$ cat src/rtl/hkspi_slave_core.sv
// Housekeeping SPI slave front end: oversamples the SPI pins on the core
// clock, deserializes command/address/data bytes onto an 8-bit register
// port, shifts read data out on SDO and raises the flash pass-thru flags.
module hkspi_slave_core #(
    parameter int SYNC_STAGES = 2
) (
    input  logic       clk,
    input  logic       reset,
    input  logic       spi_sck,
    input  logic       spi_csb,
    input  logic       spi_sdi,
    output logic       spi_sdo,
    output logic       spi_sdo_oe,
    output logic [7:0] reg_addr,
    output logic [7:0] reg_wdata,
    output logic       reg_we,
    output logic       reg_re,
    input  logic [7:0] reg_rdata,
    output logic       pass_thru_mgmt,
    output logic       pass_thru_user,
    output logic       busy
);
    typedef enum logic [2:0] {IDLE, COMMAND, ADDRESS, DATA, DONE, PASSTHRU} state_t;

    localparam logic [7:0] CMD_PT_MGMT = 8'hC4;
    localparam logic [7:0] CMD_PT_USER = 8'hC2;

    logic [SYNC_STAGES-1:0] sck_sync, csb_sync, sdi_sync;
    logic                   sck_q, csb_q;
    logic                   sck_s, csb_s, sdi_s;
    logic                   sck_rise, sck_fall, csb_rise;

    state_t     state;
    logic       armed;      // CSB has been seen high since reset
    logic [2:0] bit_cnt;
    logic [6:0] shift_in;
    logic [7:0] in_byte;
    logic       wr_mode, rd_mode;
    logic [2:0] byte_num;   // 0 = stream
    logic [2:0] byte_cnt;
    logic       last_byte;
    logic [7:0] tx_buf;
    logic [6:0] tx_shift;
    logic       rd_cap;     // reg_rdata is valid this cycle
    logic       inc_pend;   // bump reg_addr after a completed data byte
    logic       re_pend;    // prefetch at the bumped address

    // Pin synchronizers plus edge register; unreset so they always track the pins
    always_ff @(posedge clk) begin
        sck_sync <= {sck_sync[SYNC_STAGES-2:0], spi_sck};
        csb_sync <= {csb_sync[SYNC_STAGES-2:0], spi_csb};
        sdi_sync <= {sdi_sync[SYNC_STAGES-2:0], spi_sdi};
        sck_q    <= sck_s;
        csb_q    <= csb_s;
    end

    assign sck_s     = sck_sync[SYNC_STAGES-1];
    assign csb_s     = csb_sync[SYNC_STAGES-1];
    assign sdi_s     = sdi_sync[SYNC_STAGES-1];
    assign sck_rise  = sck_s & ~sck_q;
    assign sck_fall  = ~sck_s & sck_q;
    assign csb_rise  = csb_s & ~csb_q;
    assign in_byte   = {shift_in, sdi_s};
    assign last_byte = (byte_num != 3'd0) && ((byte_cnt + 3'd1) == byte_num);

    // Transaction FSM with register-port strobes and the SDO shifter
    always_ff @(posedge clk) begin
        if (reset) begin
            state          <= IDLE;
            armed          <= 1'b0;
            bit_cnt        <= '0;
            shift_in       <= '0;
            wr_mode        <= 1'b0;
            rd_mode        <= 1'b0;
            byte_num       <= '0;
            byte_cnt       <= '0;
            tx_buf         <= '0;
            tx_shift       <= '0;
            rd_cap         <= 1'b0;
            inc_pend       <= 1'b0;
            re_pend        <= 1'b0;
            spi_sdo        <= 1'b0;
            spi_sdo_oe     <= 1'b0;
            reg_addr       <= '0;
            reg_wdata      <= '0;
            reg_we         <= 1'b0;
            reg_re         <= 1'b0;
            pass_thru_mgmt <= 1'b0;
            pass_thru_user <= 1'b0;
            busy           <= 1'b0;
        end else begin
            reg_we   <= 1'b0;
            reg_re   <= 1'b0;
            inc_pend <= 1'b0;
            rd_cap   <= reg_re;
            if (rd_cap) tx_buf <= reg_rdata;
            // A completed byte always finishes its address bump, even across CSB high
            if (inc_pend) begin
                reg_addr <= reg_addr + 8'd1;
                reg_re   <= re_pend;
            end
            if (csb_s) armed <= 1'b1;
            busy       <= armed & ~csb_s;
            spi_sdo_oe <= (state == DATA) & rd_mode;
            if (state != DATA) spi_sdo <= 1'b0;

            if (csb_rise) begin
                state          <= IDLE;
                bit_cnt        <= '0;
                pass_thru_mgmt <= 1'b0;
                pass_thru_user <= 1'b0;
            end else begin
                case (state)
                    IDLE: if (armed && !csb_s) begin
                        state   <= COMMAND;
                        bit_cnt <= '0;
                    end
                    COMMAND: if (sck_rise) begin
                        shift_in <= in_byte[6:0];
                        bit_cnt  <= bit_cnt + 3'd1;
                        if (bit_cnt == 3'd7) begin
                            if (in_byte == CMD_PT_MGMT) begin
                                state          <= PASSTHRU;
                                pass_thru_mgmt <= 1'b1;
                            end else if (in_byte == CMD_PT_USER) begin
                                state          <= PASSTHRU;
                                pass_thru_user <= 1'b1;
                            end else if (in_byte[7:6] == 2'b00) begin
                                state <= DONE;
                            end else begin
                                wr_mode  <= in_byte[7];
                                rd_mode  <= in_byte[6];
                                byte_num <= in_byte[5:3];
                                state    <= ADDRESS;
                            end
                        end
                    end
                    ADDRESS: if (sck_rise) begin
                        shift_in <= in_byte[6:0];
                        bit_cnt  <= bit_cnt + 3'd1;
                        if (bit_cnt == 3'd7) begin
                            reg_addr <= in_byte;
                            reg_re   <= rd_mode;
                            byte_cnt <= '0;
                            state    <= DATA;
                        end
                    end
                    DATA: begin
                        // Byte boundary reloads from the prefetched buffer
                        if (sck_fall) begin
                            if (bit_cnt == 3'd0) begin
                                spi_sdo  <= tx_buf[7];
                                tx_shift <= tx_buf[6:0];
                            end else begin
                                spi_sdo  <= tx_shift[6];
                                tx_shift <= {tx_shift[5:0], 1'b0};
                            end
                        end
                        if (sck_rise) begin
                            shift_in <= in_byte[6:0];
                            bit_cnt  <= bit_cnt + 3'd1;
                            if (bit_cnt == 3'd7) begin
                                reg_wdata <= in_byte;
                                reg_we    <= wr_mode;
                                inc_pend  <= 1'b1;
                                re_pend   <= rd_mode & ~last_byte;
                                byte_cnt  <= byte_cnt + 3'd1;
                                if (last_byte) state <= DONE;
                            end
                        end
                    end
                    DONE, PASSTHRU: ;
                    default: state <= IDLE;
                endcase
            end
        end
    end
endmodule

$ cat config.mk
export PLATFORM = sky130hd
export DESIGN_NAME = hkspi_slave_core
export DESIGN_NICKNAME = d
export VERILOG_FILES = /design/src/rtl/hkspi_slave_core.sv
export SDC_FILE = /design/constraint.sdc
export NUM_CORES = 1
export LEC_CHECK = 0
export ABC_CLOCK_PERIOD_IN_PS = 2700
export BUFFER_PORTS_ARGS = -buffer_cell sky130_fd_sc_hd__buf_2
export CORE_MARGIN = 2
export CORE_UTILIZATION = 39
export DETAILED_ROUTE_END_ITERATION = 7
export SLEW_MARGIN = 20
export SYNTH_ARGS = -nofsm -noshare
export SYNTH_HDL_FRONTEND = slang
export SYNTH_SLANG_ARGS = --single-unit
$ cat constraint.sdc
create_clock -name clk -period 2.7 [get_ports clk]
set_input_delay 0.54 -clock clk [delete_from_list [all_inputs] [get_ports clk]]
set_output_delay 0.54 -clock clk [all_outputs]
set_load 0.01 [all_outputs]
==> results.yml <==
logic_synthesis:
  synth_seq_cells: 71
  synth_xor_area_share_pct: 3.36
  yosysWarnings: 0
  synthesis.area_sq_um: 2870
  synth-seq-area-share_pct: 49.5
  netlist.area_leader.share_pct: 49.5
  synth-simple-area-share_pct: 20.3
  synth_area_leader_cell: "dfxtp_1"
  synth_edf_count: 0
  synth_nets: 320
  synthCells: 302
  syn_area_per_cell_sq_um: 9.51
  yosysUniqueCellTypes: 46
  synth_area_leaders: "dfxtp_1 (49%), mux2i_1 (10%), nor2_1 (8.0%), a211oi_1 (3.9%), nand2_1 (2.9%)"
  synthFlopType: "dfxtp_1"
  synthMuxAreaShare_pct: 10.5
  synthArstFlopShare_pct: 0
  synth_top_family_by_area: "simple AND/OR/NAND/NOR gates"
  synth_compound_area_share_pct: 10.7
  synthAdderAreaFrac_pct: 2.18
die:
  die_h_um: 89.8
  fp-row-count: 31
  io_pins: 36
  core_area_sq_um: 7180
  dieWidth_um: 89.8
  die_area_sq_um: 8060
  start_util_pct: 40.0
pwr:
  power_density_nw_per_um2: 565
  clkPwrFrac_pct: 40.4
  p_sw_mw: 0.411
  peakVddDrop_mv: 0.218
  comb_power_share_pct: 2.7
  p_sw_share_pct: 22.0
  p_int_mw: 1.46
  seq_power_share_pct: 56.9
  power.leakage_nw: 1.40
sta:
  hold_violations: 0
  tns_ns: 0
  relSlewSlack_pct: 64.7
  final.setup.worst_slack_ns: 0.808
  finalHoldWorstSlack_ns: 0.299
  rsz0062_at_grt: "false"
  finalMaxSlewViolations: 0
  fmax_mhz: 529
  setup_viol: 0
  clock_skew_ns: 0.00908
  final.period_utilization_pct: 70.1
  worst_pin_slew_ns: 0.524
  fin_crit_ns: 1.89
outcome:
  status: "finished, final reports clean"
global_routing:
  antenna_found_initial: 0
  grt_use_total_pct: 14.2
  grt_pass1_wl_mm: 9.18
  grt_max_degree: 32
  grt_overflow: 0
  grt_pass1_vias: 1937
placement:
  port_buffers: 35
  gp_congestion: 0.882
  pre_cts_slack_ns: 0.839
  place_hpwl_mm: 3.75
  place_area_sq_um: 3130
clocking:
  cts-resized-gates: 0
  clock_path_buffers: 2
  root_buffer: "clkbuf_8"
  postCtsSetupRepairBufs: 0
  cts_tree: "yes"
  clk_latency_ns: 0.34
  cts.sinks: 71
  path_clk_slew_ns: 0.07
  cts_made_buffers: 9
  h-tree-depth: 3
  cts_hold_buf: 0
layout:
  num-nets-final: 355
  antenna-diode-count: 0
  fillers: 721
  synthToLayoutAreaGrowth_pct: 15.2
  stdcell_area_sq_um: 3310
  drive_above_1_share_pct: 18.4
route:
  drtAntennaViolNets: 0
  wl_per_cell_um: 12.5
  drtIter0Drc: 101
  drc: 0
  drt_pass1_iterations: 4
  wirelength_mm: 5.51
  avgViaCountPerCell: 4.90
  dr_total_vias: 2159
flow_run:
  drv_cap: 0
worst_setup_path:
  cp.required_ns: 2.93
  crit_path_end_kind: "register"
  crit_path_start_kind: "register"
  path_max_fanout: 4
  crit_type: "reg -> reg"
  crit_chain: "ha_1, xor2_1, or3_1, a211oi_2, o22ai_2, o31a_1"
  cp.arrival_ns: 2.12
  critPathSlowestCell: "or3_1"
  max_stage_delay_ns: 0.36
hold_path:
  hold_class: "in -> reg"
synthesized netlist by cell type, types with 2 or more instances:
library cell	n
clkbuf_1	5
buf_2	3
a22oi_1	3
nand4_1	5
buf_1	3
o21ai_0	2
a31oi_1	3
mux2i_1	30
nand3b_1	4
nand3_1	3
nand2_1	22
clkbuf_2	2
a21oi_1	12
xor2_1	8
a211oi_1	15
nor2b_1	4
inv_1	6
xnor2_1	3
nand2b_1	3
buf_4	3
dfxtp_1	71
ha_1	5
nor2_1	61
and4_1	2
nor3_1	3
power groups by stage:
stage	Clock [mW]	Sequential [mW]	Combinational, mW
2_1_floorplan	0	1.09	0.0341
3_3_place_gp	0	1.09	0.0495
3_5_place_dp	0	1.09	0.0499
4_1_cts	0.782	1.06	0.0502
5_1_grt	0.830	1.06	0.0546
6_report	0.754	1.06	0.0497
area by class of cell:
type	count	area, sq um	share of cell area [%]
repair buffers	40	213	6.43
well taps	99	124	3.75
inverters	6	22.5	0.681
multi-input cells	209	1350	40.8
clock inverters	3	17.5	0.530
flip-flops and latches	71	1420	43.0
clock buffers	13	159	4.81
worst max-delay path, delay by kind of cell (launching register included):
family                     cells  cell delay, ns
and+or+nand+nor                1            0.36
DFF                            1            0.35
xor gates and xnor gates       1            0.15
AOI/OAI and AO/OA              3            0.68
adders and majority gates      1            0.24
path summary, 6_finish.rpt:
check | start | to | slack (ns) | cells after the start
hold reg to reg | sdi_sync[0] | sdi_sync[1] | 0.33 | 0
setup reg to reg | byte_cnt[0] | state[1] | 0.81 | 6
setup / recovery | byte_cnt[0] | state[1] | 0.81 | 6
hold / removal | spi_csb | csb_sync[0] | 0.30 | 1
kinds of logic after synthesis:
group                      Yosys count
and+or+nand+nor                    120
DFF                                 71
AOI/OAI and AO/OA                   43
muxes                               30
buffers and inverters               22
xor gates and xnor gates            11
adders and majority gates            5
flip-flops by register name, indices dropped and copies added (netlist names), 2 cells and up:
signal and cells:
bit_cnt 3, byte_cnt 3, byte_num 3, csb_sync 2
reg_addr 8, reg_wdata 8, sck_sync 2, sdi_sync 2
shift_in 7, state 3, tx_buf 8, tx_shift 7
through the flow:
stage	utilization, %	instances	power, mW
2_1_floorplan	-	302	1.12
3_3_place_gp	43.6	425	1.14
3_5_place_dp	43.6	425	1.14
4_1_cts	46.1	441	1.89
5_1_grt	46.1	441	1.95
6_report	46.1	441	1.87
per-layer routing:
layer | global-route usage, % | up-vias | wire length (um)
met5 | 0 | - | 0
met4 | 7.44 | 0 | 89
met3 | 4.27 | 8 | 207
met2 | 20.8 | 43 | 2400
met1 | 18.8 | 994 | 2810
li1 | - | 1114 | -
layout by cell type, fill, tap and decap left out, types with 2 or more instances in the layout:
master | netlist | layout
a211oi_1 | 15 | 15
a21oi_1 | 12 | 12
a22oi_1 | 3 | 3
a31oi_1 | 3 | 3
and4_1 | 2 | 2
buf_2 | 3 | 35
buf_4 | 3 | 5
clkbuf_1 | 5 | 2
clkbuf_8 | 0 | 11
clkinv_2 | 0 | 2
dfxtp_1 | 71 | 71
ha_1 | 5 | 5
inv_1 | 6 | 6
mux2i_1 | 30 | 30
nand2_1 | 22 | 22
nand2b_1 | 3 | 3
nand3_1 | 3 | 3
nand3b_1 | 4 | 4
nand4_1 | 5 | 5
nor2_1 | 61 | 61
nor2b_1 | 4 | 4
nor3_1 | 3 | 3
o21ai_0 | 2 | 2
xnor2_1 | 3 | 3
xor2_1 | 8 | 8
(Power assumes the default switching activity.)
